## src/rtl/rv_mc_ctrl_pkg.sv

```systemverilog
// Shared types and encodings for the polirv multicycle control unit:
// FSM states, instruction classes, opcodes, ALU commands and mux selects.
package rv_mc_ctrl_pkg;

   typedef enum logic [2:0] {
      ST_IDLE   = 3'd0,
      ST_FETCH  = 3'd1,
      ST_DECODE = 3'd2,
      ST_EXEC   = 3'd3,
      ST_MEM    = 3'd4,
      ST_WB     = 3'd5,
      ST_TRAP   = 3'd6
   } state_t;

   typedef enum logic [3:0] {
      CLS_NONE   = 4'd0,
      CLS_LOAD   = 4'd1,
      CLS_STORE  = 4'd2,
      CLS_OP     = 4'd3,
      CLS_OPIMM  = 4'd4,
      CLS_BRANCH = 4'd5,
      CLS_JAL    = 4'd6,
      CLS_JALR   = 4'd7,
      CLS_LUI    = 4'd8,
      CLS_AUIPC  = 4'd9
   } class_t;

   localparam logic [6:0] OPC_LOAD   = 7'b0000011;
   localparam logic [6:0] OPC_STORE  = 7'b0100011;
   localparam logic [6:0] OPC_OP     = 7'b0110011;
   localparam logic [6:0] OPC_OPIMM  = 7'b0010011;
   localparam logic [6:0] OPC_BRANCH = 7'b1100011;
   localparam logic [6:0] OPC_JAL    = 7'b1101111;
   localparam logic [6:0] OPC_JALR   = 7'b1100111;
   localparam logic [6:0] OPC_LUI    = 7'b0110111;
   localparam logic [6:0] OPC_AUIPC  = 7'b0010111;

   localparam logic [3:0] ALU_ADD  = 4'b0000;
   localparam logic [3:0] ALU_SUB  = 4'b1000;
   localparam logic [3:0] ALU_SLL  = 4'b0001;
   localparam logic [3:0] ALU_SLT  = 4'b0010;
   localparam logic [3:0] ALU_SLTU = 4'b0011;
   localparam logic [3:0] ALU_XOR  = 4'b0100;
   localparam logic [3:0] ALU_SRL  = 4'b0101;
   localparam logic [3:0] ALU_SRA  = 4'b1101;
   localparam logic [3:0] ALU_OR   = 4'b0110;
   localparam logic [3:0] ALU_AND  = 4'b0111;

   localparam logic [1:0] PC_SRC_PLUS4 = 2'd0;
   localparam logic [1:0] PC_SRC_IMM   = 2'd1;
   localparam logic [1:0] PC_SRC_ALU   = 2'd2;

   localparam logic [1:0] WB_ALU = 2'd0;
   localparam logic [1:0] WB_MEM = 2'd1;
   localparam logic [1:0] WB_PC4 = 2'd2;
   localparam logic [1:0] WB_IMM = 2'd3;

   function automatic class_t classify(input logic [6:0] opc);
      class_t cls;
      case (opc)
         OPC_LOAD:   cls = CLS_LOAD;
         OPC_STORE:  cls = CLS_STORE;
         OPC_OP:     cls = CLS_OP;
         OPC_OPIMM:  cls = CLS_OPIMM;
         OPC_BRANCH: cls = CLS_BRANCH;
         OPC_JAL:    cls = CLS_JAL;
         OPC_JALR:   cls = CLS_JALR;
         OPC_LUI:    cls = CLS_LUI;
         OPC_AUIPC:  cls = CLS_AUIPC;
         default:    cls = CLS_NONE;
      endcase
      return cls;
   endfunction

   // Only funct7[5] matters: it selects SUB over ADD and SRA over SRL.
   function automatic logic [3:0] alu_cmd_for(input class_t cls, input logic [2:0] f3,
                                              input logic f7_5);
      logic [3:0] cmd;
      case (cls)
         CLS_OP:     cmd = {f7_5, f3};
         CLS_OPIMM:  cmd = {f7_5 & (f3 == 3'b101), f3};
         CLS_BRANCH: cmd = ALU_SUB;
         default:    cmd = ALU_ADD;
      endcase
      return cmd;
   endfunction

endpackage

```

## src/rtl/rv_mc_ctrl_if.sv

```systemverilog
// Memory handshake, IR field and datapath control bundle between the control
// unit (master) and DataFlow plus the memories (slave).
interface rv_mc_ctrl_if;

   logic [6:0]  opcode;
   logic [2:0]  funct3;
   logic [6:0]  funct7;
   logic [3:0]  alu_flags;
   logic        i_mem_ready;
   logic        d_mem_ready;

   logic        i_mem_req;
   logic        d_mem_req;
   logic        d_mem_we;
   logic        ir_we;
   logic        pc_we;
   logic [1:0]  pc_src;
   logic        rf_we;
   logic        alu_src;
   logic        alu_a_pc;
   logic [3:0]  alu_cmd;
   logic [1:0]  wb_sel;
   logic        trap;
   logic [63:0] instret;

   // A request is held high until the matching ready is seen in the same cycle;
   // a ready outside its request window is ignored.
   modport master (
      input  opcode, funct3, funct7, alu_flags, i_mem_ready, d_mem_ready,
      output i_mem_req, d_mem_req, d_mem_we, ir_we, pc_we, pc_src, rf_we,
             alu_src, alu_a_pc, alu_cmd, wb_sel, trap, instret
   );

   modport slave (
      output opcode, funct3, funct7, alu_flags, i_mem_ready, d_mem_ready,
      input  i_mem_req, d_mem_req, d_mem_we, ir_we, pc_we, pc_src, rf_we,
             alu_src, alu_a_pc, alu_cmd, wb_sel, trap, instret
   );

endinterface

```

## src/rtl/rv_mc_ctrl_branch_cond.sv

```systemverilog
// Branch resolution from funct3 and the {N,Z,C,V} flags of rs1 - rs2.
// C=1 means no borrow, so unsigned rs1 >= rs2.
module rv_mc_ctrl_branch_cond (
   input  logic [2:0] i_funct3,
   input  logic [3:0] i_alu_flags,
   output logic       o_taken,
   output logic       o_illegal
);

   logic w_n;
   logic w_z;
   logic w_c;
   logic w_v;

   assign w_n = i_alu_flags[3];
   assign w_z = i_alu_flags[2];
   assign w_c = i_alu_flags[1];
   assign w_v = i_alu_flags[0];

   always_comb begin
      o_taken   = 1'b0;
      o_illegal = 1'b0;
      case (i_funct3)
         3'b000:  o_taken = w_z;
         3'b001:  o_taken = ~w_z;
         3'b100:  o_taken = w_n ^ w_v;
         3'b101:  o_taken = ~(w_n ^ w_v);
         3'b110:  o_taken = ~w_c;
         3'b111:  o_taken = w_c;
         default: o_illegal = 1'b1;
      endcase
   end

endmodule

```

## src/rtl/rv_mc_ctrl.sv

```systemverilog
// Multicycle control unit: sequences one instruction at a time through
// FETCH/DECODE/EXEC/MEM/WB and drives the DataFlow control lines.
module rv_mc_ctrl
   import rv_mc_ctrl_pkg::*;
(
   input  logic              clk,
   input  logic              rst_n,
   rv_mc_ctrl_if.master      bus,
   output state_t            o_dbg_state
);

   state_t      r_state;
   class_t      r_class;
   logic [3:0]  r_alu_cmd;
   logic [63:0] r_instret;

   class_t      w_class;
   logic        w_taken;
   logic        w_br_illegal;
   logic        w_decode_trap;

   logic        w_i_mem_req;
   logic        w_d_mem_req;
   logic        w_d_mem_we;
   logic        w_ir_we;
   logic        w_pc_we;
   logic [1:0]  w_pc_src;
   logic        w_rf_we;
   logic        w_alu_src;
   logic        w_alu_a_pc;
   logic [1:0]  w_wb_sel;
   logic        w_trap;

   rv_mc_ctrl_branch_cond u_branch_cond (
      .i_funct3    (bus.funct3),
      .i_alu_flags (bus.alu_flags),
      .o_taken     (w_taken),
      .o_illegal   (w_br_illegal)
   );

   assign w_class       = classify(bus.opcode);
   assign w_decode_trap = (w_class == CLS_NONE) ||
                          ((w_class == CLS_BRANCH) && w_br_illegal);

   always_ff @(posedge clk or negedge rst_n) begin
      if (!rst_n) begin
         r_state   <= ST_IDLE;
         r_class   <= CLS_NONE;
         r_alu_cmd <= ALU_ADD;
      end else begin
         case (r_state)
            ST_IDLE: r_state <= ST_FETCH;
            ST_FETCH: begin
               if (bus.i_mem_ready) r_state <= ST_DECODE;
            end
            ST_DECODE: begin
               r_class   <= w_class;
               r_alu_cmd <= alu_cmd_for(w_class, bus.funct3, bus.funct7[5]);
               r_state   <= w_decode_trap ? ST_TRAP : ST_EXEC;
            end
            ST_EXEC: begin
               case (r_class)
                  CLS_LOAD, CLS_STORE:                   r_state <= ST_MEM;
                  CLS_OP, CLS_OPIMM, CLS_LUI, CLS_AUIPC: r_state <= ST_WB;
                  default:                               r_state <= ST_FETCH;
               endcase
            end
            ST_MEM: begin
               if (bus.d_mem_ready) r_state <= (r_class == CLS_LOAD) ? ST_WB : ST_FETCH;
            end
            ST_WB:   r_state <= ST_FETCH;
            ST_TRAP: r_state <= ST_TRAP;
            default: r_state <= ST_TRAP;
         endcase
      end
   end

   // Everything decodes from the state register and latched class; the only
   // input-dependent terms are the memory readies and the branch outcome.
   always_comb begin
      w_i_mem_req = 1'b0;
      w_d_mem_req = 1'b0;
      w_d_mem_we  = 1'b0;
      w_ir_we     = 1'b0;
      w_pc_we     = 1'b0;
      w_pc_src    = PC_SRC_PLUS4;
      w_rf_we     = 1'b0;
      w_wb_sel    = WB_ALU;
      w_trap      = 1'b0;
      case (r_state)
         ST_FETCH: begin
            w_i_mem_req = 1'b1;
            w_ir_we     = bus.i_mem_ready;
         end
         ST_EXEC: begin
            case (r_class)
               CLS_BRANCH: begin
                  w_pc_we  = 1'b1;
                  w_pc_src = w_taken ? PC_SRC_IMM : PC_SRC_PLUS4;
               end
               CLS_JAL: begin
                  w_pc_we  = 1'b1;
                  w_pc_src = PC_SRC_IMM;
                  w_rf_we  = 1'b1;
                  w_wb_sel = WB_PC4;
               end
               CLS_JALR: begin
                  w_pc_we  = 1'b1;
                  w_pc_src = PC_SRC_ALU;
                  w_rf_we  = 1'b1;
                  w_wb_sel = WB_PC4;
               end
               default: ;
            endcase
         end
         ST_MEM: begin
            w_d_mem_req = 1'b1;
            w_d_mem_we  = (r_class == CLS_STORE);
            w_pc_we     = (r_class == CLS_STORE) && bus.d_mem_ready;
         end
         ST_WB: begin
            w_pc_we = 1'b1;
            w_rf_we = 1'b1;
            case (r_class)
               CLS_LOAD: w_wb_sel = WB_MEM;
               CLS_LUI:  w_wb_sel = WB_IMM;
               default:  w_wb_sel = WB_ALU;
            endcase
         end
         ST_TRAP: w_trap = 1'b1;
         default: ;
      endcase
   end

   // Operand selects only apply once the class has been latched.
   always_comb begin
      w_alu_src  = 1'b0;
      w_alu_a_pc = 1'b0;
      if ((r_state == ST_EXEC) || (r_state == ST_MEM) || (r_state == ST_WB)) begin
         w_alu_src  = (r_class == CLS_OPIMM) || (r_class == CLS_LOAD) ||
                      (r_class == CLS_STORE) || (r_class == CLS_JALR);
         w_alu_a_pc = (r_class == CLS_AUIPC);
      end
   end

   always_ff @(posedge clk or negedge rst_n) begin
      if (!rst_n) begin
         r_instret <= 64'd0;
      end else if (w_pc_we) begin
         r_instret <= r_instret + 64'd1;
      end
   end

   assign bus.i_mem_req = w_i_mem_req;
   assign bus.d_mem_req = w_d_mem_req;
   assign bus.d_mem_we  = w_d_mem_we;
   assign bus.ir_we     = w_ir_we;
   assign bus.pc_we     = w_pc_we;
   assign bus.pc_src    = w_pc_src;
   assign bus.rf_we     = w_rf_we;
   assign bus.alu_src   = w_alu_src;
   assign bus.alu_a_pc  = w_alu_a_pc;
   assign bus.alu_cmd   = r_alu_cmd;
   assign bus.wb_sel    = w_wb_sel;
   assign bus.trap      = w_trap;
   assign bus.instret   = r_instret;
   assign o_dbg_state   = r_state;

endmodule

```

## src/flat_wrapper.sv

```systemverilog
// flat-port wrapper written by rule: the top's interface ports become plain ports
module rv_mc_ctrl_flat import rv_mc_ctrl_pkg::*;
  (clk, rst_n, o_dbg_state, bus_opcode, bus_funct3, bus_funct7, bus_alu_flags, bus_i_mem_ready, bus_d_mem_ready, bus_i_mem_req, bus_d_mem_req, bus_d_mem_we, bus_ir_we, bus_pc_we, bus_pc_src, bus_rf_we, bus_alu_src, bus_alu_a_pc, bus_alu_cmd, bus_wb_sel, bus_trap, bus_instret);
  rv_mc_ctrl_if bus_i ();
  input  logic clk;
  input  logic rst_n;
  output state_t o_dbg_state;
  input wire logic [$bits(bus_i.opcode)-1:0] bus_opcode;
  input wire logic [$bits(bus_i.funct3)-1:0] bus_funct3;
  input wire logic [$bits(bus_i.funct7)-1:0] bus_funct7;
  input wire logic [$bits(bus_i.alu_flags)-1:0] bus_alu_flags;
  input wire logic [$bits(bus_i.i_mem_ready)-1:0] bus_i_mem_ready;
  input wire logic [$bits(bus_i.d_mem_ready)-1:0] bus_d_mem_ready;
  output wire logic [$bits(bus_i.i_mem_req)-1:0] bus_i_mem_req;
  output wire logic [$bits(bus_i.d_mem_req)-1:0] bus_d_mem_req;
  output wire logic [$bits(bus_i.d_mem_we)-1:0] bus_d_mem_we;
  output wire logic [$bits(bus_i.ir_we)-1:0] bus_ir_we;
  output wire logic [$bits(bus_i.pc_we)-1:0] bus_pc_we;
  output wire logic [$bits(bus_i.pc_src)-1:0] bus_pc_src;
  output wire logic [$bits(bus_i.rf_we)-1:0] bus_rf_we;
  output wire logic [$bits(bus_i.alu_src)-1:0] bus_alu_src;
  output wire logic [$bits(bus_i.alu_a_pc)-1:0] bus_alu_a_pc;
  output wire logic [$bits(bus_i.alu_cmd)-1:0] bus_alu_cmd;
  output wire logic [$bits(bus_i.wb_sel)-1:0] bus_wb_sel;
  output wire logic [$bits(bus_i.trap)-1:0] bus_trap;
  output wire logic [$bits(bus_i.instret)-1:0] bus_instret;
  assign bus_i.opcode = bus_opcode;
  assign bus_i.funct3 = bus_funct3;
  assign bus_i.funct7 = bus_funct7;
  assign bus_i.alu_flags = bus_alu_flags;
  assign bus_i.i_mem_ready = bus_i_mem_ready;
  assign bus_i.d_mem_ready = bus_d_mem_ready;
  assign bus_i_mem_req = bus_i.i_mem_req;
  assign bus_d_mem_req = bus_i.d_mem_req;
  assign bus_d_mem_we = bus_i.d_mem_we;
  assign bus_ir_we = bus_i.ir_we;
  assign bus_pc_we = bus_i.pc_we;
  assign bus_pc_src = bus_i.pc_src;
  assign bus_rf_we = bus_i.rf_we;
  assign bus_alu_src = bus_i.alu_src;
  assign bus_alu_a_pc = bus_i.alu_a_pc;
  assign bus_alu_cmd = bus_i.alu_cmd;
  assign bus_wb_sel = bus_i.wb_sel;
  assign bus_trap = bus_i.trap;
  assign bus_instret = bus_i.instret;
  rv_mc_ctrl u_core (.clk(clk), .rst_n(rst_n), .bus(bus_i), .o_dbg_state(o_dbg_state));
endmodule
```

## config.mk

```make
export PLATFORM = sky130hd
export DESIGN_NAME = rv_mc_ctrl_flat
export DESIGN_NICKNAME = d
export VERILOG_FILES = /design/src/rtl/rv_mc_ctrl_pkg.sv /design/src/rtl/rv_mc_ctrl_if.sv /design/src/rtl/rv_mc_ctrl_branch_cond.sv /design/src/rtl/rv_mc_ctrl.sv /design/src/flat_wrapper.sv
export SDC_FILE = /design/constraint.sdc
export NUM_CORES = 1
export LEC_CHECK = 0
export BUFFER_PORTS_ARGS = -buffer_cell sky130_fd_sc_hd__buf_4
export CAP_MARGIN = 20
export CELL_PAD_IN_SITES_DETAIL_PLACEMENT = 2
export CELL_PAD_IN_SITES_GLOBAL_PLACEMENT = 2
export CORE_UTILIZATION = 32
export CTS_CLUSTER_DIAMETER = 60
export DETAILED_ROUTE_END_ITERATION = 8
export PLACE_DENSITY = 0.83
export SLEW_MARGIN = 25
export SYNTH_ARGS = -nofsm -noshare
export SYNTH_HDL_FRONTEND = slang
export SYNTH_SLANG_ARGS = --single-unit
```

## constraint.sdc

```tcl
create_clock -name clk -period 3.02 [get_ports clk]
set_input_delay 0.604 -clock clk [delete_from_list [all_inputs] [get_ports clk]]
set_output_delay 0.604 -clock clk [all_outputs]
set_load 0.02 [all_outputs]
```

==> impl_metrics.tcl, run 1 <==
set metrics [dict create \
    yosys.area.top_type "dfrtp_1" \
    yosysWarnings 0 \
    post_drt_wl_per_cell_um 18.27 \
    holdWs_ns 0.2931 \
    vias 3662 \
    track_usage_pct 20.94 \
    power_density_nw_per_um2 560.8 \
    post_cts_buffers 0 \
    synth_area_leaders "dfrtp_1 47%, xor2_1 10%, nand2_1 4.4%" \
    synthArstFlopShare_pct 100.0 \
    post-route-period-util_pct 92.60 \
    slew_headroom_pct 53.02 \
    num_rows 40 \
    place_congestion 0.7815 \
    rsz0062_at_grt "false" \
    antenna_found_initial 0 \
    clkLatencyLatePin_ns 0.34 \
    finClkSkew_ns 0.008279 \
    min_period_ns 2.797 \
    area_delta_synth_final_pct 31.53 \
    ys.flop_type "dfrtp_1" \
    drive_gt1_share_pct 24.81 \
    die_area_um2 13030 \
    arrival_ns 2.19 \
    placed_area_um2 4985 \
    cts_num_sinks 75 \
    critPathMaxFanout 12 \
    dp.final_hpwl_um 9421 \
    crit_required_ns 2.42 \
    syn_nets 445 \
    io_buffers 102 \
    ir_worst_vdd_v 0.0002978 \
    cts_tree "done" \
    ios 109 \
    cp-start-kind "flip-flop" \
    end_kind "output port" \
    critPathKind "flip-flop to output port" \
    numCtsBuffers 9 \
    hp-class "primary input to asynchronous set/reset pin" \
    wl_um 12720 \
    setup_slack_ns 0.2235 \
    first_pass_iters 4 \
    stdcell_area_um2 5293 \
    first_global_vias 3924 \
    grt-ovfl-total 0 \
    core_area_um2 12110 \
    grt_max_degree 76 \
    drt_iter0_drc 121 \
    die_h_um 114.1 \
    viasPerCell 5.261 \
    setup_tns_ns 0 \
    cts.repair.resized 0 \
    synth_seq_cells 75 \
    slew_viol_final 0 \
    avgSynthCellArea_um2 9.603 \
    status "complete, no violations" \
    postRouteAntennaNets 0 \
    cts_buffer_depth 2 \
    synth_cells 419 \
    drc 0 \
    grt_pass1_wl_um 20970 \
    synth.cell_area_um2 4024 \
    worstMarginPinSlew_ns 0.7047 \
    yosysMostFrequentCell "dfrtp_1" \
    fmax_mhz 357.6 \
    synth_top_area_share_pct 46.64 \
    utilization_pct 43.70 \
    synth_edf_count 0 \
    setup_violations 0 \
    synth.yosys.seq_area_share_pct 46.64 \
    htreeDepth 3 \
    clockRootBuffer "clkbuf_16" \
    clk_pin_slew_ns 0.06 \
    hold_viol_final 0 \
    synth_commonest_cells "75 x dfrtp_1, 47 x nand2_1, 47 x xor2_1" \
    drv_cap 0 \
    die_w_um 114.1 \
    n_antenna_cell 0 \
    hold_buffers 0 \
    synth_cell_types 57 \
    fin_nets 549 \
    pre_cts_ws_ns 0.5272 \
    start_util_pct 33.22 \
    power.leakage_nw 2.445 \
]
-- kinds of logic after synthesis --
| family | after synthesis | share of synthesized area [%] |
|---|---|---|
| buffers and inverters | 29 | 2.892 |
| DFF | 75 | 46.64 |
| muxes | 1 | 0.2488 |
| adders and majority gates | 1 | 0.3109 |
| and+or+nand+nor | 204 | 27.99 |
| AOI/OAI and AO/OA | 42 | 7.152 |
| xor gates and xnor gates | 67 | 14.77 |
-- cell type report --
cell class	instances	area [µm²]
Clock inverter	7	78.83
Fill cell	1377	6819
Inverter	13	48.80
Sequential cell	75	1877
Timing Repair Buffer	109	822.0
Clock buffer	9	225.2
Multi-Input combinational cell	315	2031
Tap cell	168	210.2
-- cell usage in the layout, fill, tap and decap left out, types with 2 or more instances in the layout --
cell and count:
buf_4 108, dfrtp_1 75, nand2_1 47, xor2_1 47
nor3_1 29, nor2_1 22, xnor2_1 19, nand4_1 18
nor4_1 17, nand3_1 14, o21ai_0 13, inv_1 13
and3_1 11, and4_1 10, clkbuf_16 9, nand2b_1 7
a21oi_1 6, nor4b_1 6, clkinv_4 5, or3_1 3
nor2b_1 3, and2_1 3, nand3b_1 2, a21boi_0 2
nor3b_1 2, or4_1 2, a31oi_1 2
-- flip-flops by register name, indices dropped and copies added, names as in the netlist --
| signal | count |
|---|---|
| u_core.o_dbg_state | 3 |
| u_core.bus.instret | 64 |
| u_core.r_class | 4 |
| u_core.bus.alu_cmd | 4 |
-- path summary, 6_finish.rpt --
kind	from	endpoint	slack, ns	cells past startpoint
min reg2reg	u_core.bus.instret[63]$_DFFE_PN0P_	u_core.bus.instret[63]$_DFFE_PN0P_	0.48	1
min in group clk	u_core.bus.instret[63]$_DFFE_PN0P_	u_core.bus.instret[63]$_DFFE_PN0P_	0.48	1
max	u_core.o_dbg_state[2]$_DFFE_PN0P_	bus_pc_we	0.22	5
max reg2reg	u_core.o_dbg_state[2]$_DFFE_PN0P_	u_core.bus.instret[49]$_DFFE_PN0P_	0.55	6
max in group asynchronous	rst_n	u_core.bus.instret[8]$_DFFE_PN0P_	2.24	1
min	rst_n	u_core.bus.instret[32]$_DFFE_PN0P_	0.29	1
-- metrics by stage --
stage               total power, mW  instances
floorplan                     1.610        419
global placement              1.865        680
detailed placement            1.899        680
CTS                           3.015        696
global route                  3.125        696
finish                        2.968        696
-- power breakdown --
group,switching [mW],internal (mW)
Combinational,0.396,0.276
Sequential,0.133,1.07
Clock,0.446,0.645
-- critical path: stages, from the launching register on --
cell	delay, ns
dfrtp_1	0.49
nand3b_2	0.31
o31ai_1	0.55
nor2_1	0.16
inv_1	0.18
buf_4	0.17
-- per-layer routing --
metal | routed length, µm | track usage, % | up-vias
li1 | - | - | 1712
met1 | 5515 | 25.36 | 1862
met2 | 6387 | 36.40 | 72
met3 | 600 | 4.553 | 16
met4 | 216 | 7.879 | 0
met5 | 0 | 0 | -
No activity file was read; power rests on OpenSTA's default activity.
==> inputs of run 2 (changes only) <==
Settings changed: CORE_ASPECT_RATIO from default to 0.8, GPL_TIMING_DRIVEN from default to 0.
==> run 2 against run 1 <==
  * Clock skew increased by 0.0021 ns
  * Design area rose by 0.66%
  * Clock-buffer cell count up 6
  * Critical path type unchanged
  * Total power is 2.4% higher
  * Fmax increased by 1.4%
  * Routed wire length is 6.1% higher
  * Cell count rose by 1.7%
  * Clock power increased by 4%
  * Highest routed layer unchanged
  * Largest cell class unchanged
==> impl_metrics.tcl, run 2 (synthesis results as in run 1) <==
set metrics [dict create \
    min_period_ns 2.759 \
    grt-ovfl-total 0 \
    grt_pass1_wl_um 21870 \
    final_cell_mix "101 x buf_4, 75 x dfrtp_1, 47 x nand2_1, 47 x xor2_1, 29 x nor3_1" \
    post_cts_buffers 0 \
    cts_buffer_depth 2 \
    dp.final_hpwl_um 9956 \
    cts_num_sinks 75 \
    clk_pin_slew_ns 0.06 \
    wl_um 13500 \
    area_delta_synth_final_pct 32.40 \
    die_area_um2 13030 \
    die_h_um 102.3 \
    htreeDepth 3 \
    cp-start-kind "flip-flop" \
    drive_gt1_share_pct 24.02 \
    critPathMaxFanout 10 \
    r2r-start "u_core.r_class[1]$_DFFE_PN0P_" \
    wl_met2_um 6436 \
    ir_worst_vdd_v 0.0002950 \
    post-route-period-util_pct 91.36 \
    drv_cap 0 \
    drt_iter0_drc 127 \
    largest_register_ffs 64 \
    hold_viol_final 0 \
    num_rows 36 \
    setup_violations 0 \
    setup_tns_ns 0 \
    worst-r2r-setup-slack_ns 0.29 \
    finClkSkew_ns 0.01034 \
    rsz0062_at_grt "false" \
    slew_viol_final 0 \
    status "complete, no violations" \
    core_area_um2 12210 \
    clockRootBuffer "clkbuf_16" \
    layout_commonest_cell "buf_4" \
    n_antenna_cell 0 \
    postRouteAntennaNets 0 \
    numCtsBuffers 9 \
    die_w_um 127.4 \
    slew_headroom_pct 30.24 \
    dr.max_layer_used "met4" \
    antenna_found_initial 0 \
    drc 0 \
    r2r_cells 7 \
    rr_endpoint "u_core.bus.instret[56]$_DFFE_PN0P_" \
    post_drt_wl_per_cell_um 19.07 \
    end_kind "output port" \
    critPathKind "flip-flop to output port" \
    wl_met1_um 6518 \
    power_density_nw_per_um2 570.5 \
    clkLatencyLatePin_ns 0.34 \
    grt_max_degree 76 \
    first_global_vias 3983 \
    track_usage_pct 21.68 \
    holdWs_ns 0.2909 \
    cts_tree "done" \
    io_buffers 102 \
    first_pass_iters 4 \
    fin_nets 558 \
    arrival_ns 2.16 \
    dp_cells 692 \
    route.met3.wl_um 402 \
    viasPerCell 5.301 \
    power.leakage_nw 2.455 \
    fin_cells 708 \
    power.total_mw 3.039 \
    start_util_pct 32.96 \
    hold_buffers 0 \
    fmax_mhz 362.4 \
    hp-class "primary input to asynchronous set/reset pin" \
    vias 3753 \
    crit_required_ns 2.42 \
    fillCellCount 1336 \
    worstMarginPinSlew_ns 1.020 \
    ios 109 \
    place_congestion 0.7896 \
]
-- run 2: cell count changes in the layout (fill, tap and decap cells not counted), moves of 2 or more --
cell	change
clkbuf_8	+3
buf_4	-7
buf_1	+2
clkinv_4	-5
buf_2	+6
clkbuf_1	+11
-- run 2: worst max path at each step --
stage               slack, ns                               from  cells past startpoint                                  to
floorplan                0.53  u_core.o_dbg_state[2]$_DFFE_PN0P_                      6  u_core.bus.instret[61]$_DFFE_PN0P_
CTS                      0.05      u_core.r_class[1]$_DFFE_PN0P_                      6                           bus_pc_we
detailed placement       0.21      u_core.r_class[1]$_DFFE_PN0P_                      6                           bus_pc_we
global placement         0.23                    bus_d_mem_ready                      6                           bus_pc_we
global route             0.08      u_core.r_class[1]$_DFFE_PN0P_                      7  u_core.bus.instret[56]$_DFFE_PN0P_
finish                   0.26      u_core.r_class[1]$_DFFE_PN0P_                      6                           bus_pc_we
-- run 2: timing repair --
item                       in CTS  in global routing
gates cloned                    0                  0
setup endpoints to repair       1                  5
resized for setup               1                  2
-- run 2: per-layer routing --
| metal | up-vias | track usage, % |
|---|---|---|
| met2 | 66 | 35.06 |
| met3 | 9 | 3.874 |
| li1 | 1725 | - |
| met1 | 1953 | 29.99 |
| met5 | - | 0 |
| met4 | 0 | 5.861 |
-- run 2: layout make-up --
class                   instances  area (µm²)  area share (%)
plain buffers                  16       67.56           1.268
clock buffers                  15       277.8           5.214
clock inverters                 1       30.03          0.5636
inverters                      13       48.80          0.9159
multi-input cells             315        2043           38.35
flip-flops and latches         75        1877           35.23
well taps                     171       214.0           4.016
repair buffers                102       769.5           14.44
-- run 2: critical path, stage by stage, from the launching register on --
cell and delay, ns:
dfrtp_1 0.35, clkbuf_1 0.19, nor2_1 0.29, and4b_1 0.33, nor2_4 0.31, inv_1 0.15
buf_4 0.18
-- run 2: stage by stage --
step	setup WS (ns)	util, %	cell area, µm²
detailed placement	0.2062	40.99	5004
CTS	0.05080	43.53	5314
global placement	0.2308	40.99	5004
floorplan	0.5270	-	4024
finish	0.2610	43.64	5328
global route	0.07787	43.64	5328
-- run 2: power breakdown --
group / internal (mW) / leakage [nW] / switching, mW / total [mW]
Combinational: 0.288 / 1.36 / 0.473 / 0.761
Clock: 0.709 / 0.150 / 0.419 / 1.13
Sequential: 1.07 / 0.947 / 0.0769 / 1.15
==> inputs of run 3 (changes only) <==
Settings changed: ABC_AREA from default to 1, CORE_UTILIZATION 32 to 29, PLACE_DENSITY 0.83 to 0.84, TNS_END_PERCENT from default to 50.
==> run 3 against run 2 <==
  * The flow now finishes with violations (design-rule violations)
  * Largest cell class unchanged
  * Die area increased by 43%
  * Via count increased by 60%
  * Area after synthesis increased by 30%
  * Largest power group is now clock
  * Core utilization decreased by 6.0 points
  * Sequential share of layout area decreased by 6.7 points
  * Highest routed layer unchanged
==> impl_metrics.tcl, run 3 <==
set metrics [dict create \
    syn_nets 881 \
    synth.cell_area_um2 5239 \
    status "complete, but fails checks" \
    synth_cell_types 26 \
    post_cts_buffers 0 \
    p_sw_share_pct 24.14 \
    critPathMaxFanout 10 \
    cp-start-kind "flip-flop" \
    holdWs_ns 0.2087 \
    vias 6005 \
    synth_seq_cells 75 \
    largest_register_ffs 64 \
    start_util_pct 29.96 \
    layout_commonest_cell "nand2_1" \
    die_w_um 152.3 \
    synth_area_leaders "dfrtp_1 36%, nand2_1 26%, nor2_1 11%" \
    clock_power_share_pct 49.2 \
    synth.yosys.seq_area_share_pct 35.83 \
    switchingPower_uw 509.6 \
    track_usage_pct 25.84 \
    final_cell_mix "360 x nand2_1, 156 x nor2_1, 106 x buf_4" \
    grt-ovfl-total 0 \
    grt_max_degree 46 \
    area_delta_synth_final_pct 25.51 \
    clkLatencyLatePin_ns 0.36 \
    wl_um 23000 \
    cts_buffer_depth 2 \
    grt_pass1_wl_um 36160 \
    synth_top_area_share_pct 35.83 \
    drt_iter0_drc 232 \
    synthArstFlopShare_pct 100.0 \
    slew_viol_final 0 \
    r2r_cells 7 \
    fmax_mhz 363.7 \
    yosysWarnings 0 \
    hold_buffers 0 \
    setup_slack_ns 0.2704 \
    numCtsBuffers 9 \
    rsz0062_at_grt "false" \
    htreeDepth 3 \
    n_antenna_cell 0 \
    power.internal_mw 1.601 \
    finClkSkew_ns 0.008087 \
    antenna_found_initial 0 \
    drive_gt1_share_pct 13.98 \
    die_area_um2 18610 \
    setup_tns_ns 0 \
    yosys.area.top_type "dfrtp_1" \
    dp.final_hpwl_um 18500 \
    critPathKind "flip-flop to output port" \
    yosysMostFrequentCell "nand2_1" \
    die_h_um 122.2 \
    dp_cells 1183 \
    arrival_ns 2.15 \
    setup_violations 0 \
    fin_cells 1198 \
    hp-class "primary input to asynchronous set/reset pin" \
    ios 109 \
    viasPerCell 5.013 \
    cts_num_sinks 75 \
    min_period_ns 2.750 \
    postRouteAntennaNets 0 \
    core_area_um2 17490 \
    io_buffers 102 \
    clockRootBuffer "clkbuf_16" \
    ys.flop_type "dfrtp_1" \
    power_density_nw_per_um2 321.1 \
    power.leakage_nw 2.897 \
    power.total_mw 2.111 \
    post-route-period-util_pct 91.05 \
    place_congestion 0.8551 \
    worstMarginPinSlew_ns 0.8944 \
    slew_headroom_pct 39.91 \
    avgSynthCellArea_um2 6.127 \
    cts.repair.resized 0 \
    comb_power_share_pct 3.3 \
    synth_commonest_cells "360 x nand2_1, 156 x nor2_1, 77 x inv_1" \
    cts_tree "done" \
    ir_worst_vdd_v 0.0001953 \
    hold_viol_final 0 \
    stdcell_area_um2 6575 \
    first_global_vias 6415 \
    synth_edf_count 0 \
    utilization_pct 37.60 \
    first_pass_iters 7 \
    p_seq_share_pct 47.6 \
    num_rows 43 \
    clk_pin_slew_ns 0.06 \
    drc 5 \
    violations "design-rule violations" \
    end_kind "output port" \
    fin_nets 995 \
    crit_required_ns 2.42 \
    synth_cells 855 \
    post_drt_wl_per_cell_um 19.20 \
    pre_cts_ws_ns 0.5990 \
    placed_area_um2 6314 \
    drv_cap 0 \
]
run 3: changes by cell type after synthesis, sizes merged, moves of 11 or more:
cell,delta
nand2,+314
nor2,+140
inv,+66
o21ai,+40
xor2,-34
nand3,+24
nor4,-17
nor3,-16
and3,-11
run 3: path summary, 6_finish.rpt:
kind	startpoint	end	slack [ns]
setup / recovery	u_core.o_dbg_state[0]$_DFFE_PN0P_	bus_pc_we	0.27
hold / removal	rst_n	u_core.bus.instret[4]$_DFFE_PN0P_	0.21
setup reg to reg	u_core.bus.instret[0]$_DFFE_PN0P_	u_core.bus.instret[26]$_DFFE_PN0P_	0.51
hold reg to reg	u_core.bus.alu_cmd[1]$_DFFE_PN0P_	u_core.bus.alu_cmd[1]$_DFFE_PN0P_	0.49
max in group asynchronous	rst_n	u_core.bus.instret[63]$_DFFE_PN0P_	2.21
min in group clk	u_core.bus.alu_cmd[1]$_DFFE_PN0P_	u_core.bus.alu_cmd[1]$_DFFE_PN0P_	0.49
run 3: per-layer routing:
metal | track usage (%) | part of all wire, % | vias up
met4 | 7.526 | 1.5 | 0
met1 | 35.98 | 50 | 2989
met3 | 3.355 | 3.4 | 22
li1 | - | - | 2878
met5 | 0 | 0 | -
met2 | 42.02 | 45 | 116
run 3: cells by family after synthesis:
| logic type | synth area share [%] |
|---|---|
| buffers and inverters | 7.046 |
| adders and majority gates | 0.2388 |
| xor gates and xnor gates | 5.350 |
| AOI/OAI and AO/OA | 5.971 |
| and+or+nand+nor | 45.57 |
| DFF | 35.83 |
run 3: power groups by stage:
stage / Clock, mW / Sequential [mW] / Combinational, mW
after floorplan: 0 / 1.02 / 0.0157
after global placement: 0 / 1.02 / 0.0648
after detailed placement: 0 / 1.02 / 0.0710
after CTS: 1.06 / 1.00 / 0.0712
after global routing: 1.10 / 1.00 / 0.0779
final: 1.04 / 1.00 / 0.0686
run 3: layout make-up:
| cell class | count | area, µm² |
|---|---|---|
| Sequential cell | 75 | 1877 |
| Inverter | 79 | 296.5 |
| Buffer | 12 | 72.57 |
| Clock buffer | 12 | 246.5 |
| Clock inverter | 3 | 15.01 |
| Timing Repair Buffer | 103 | 793.3 |
| Tap cell | 225 | 281.5 |
| Multi-Input combinational cell | 689 | 2993 |
| Fill cell | 2225 | 10910 |
run 3: worst max-delay path, cell delays in order, from the launching register on:
cell     delay (ns)
dfrtp_1        0.54
nand3_2        0.25
nor3_2         0.25
nor2_1         0.09
nand2_2        0.11
buf_6          0.16
buf_4          0.21
buf_4          0.17
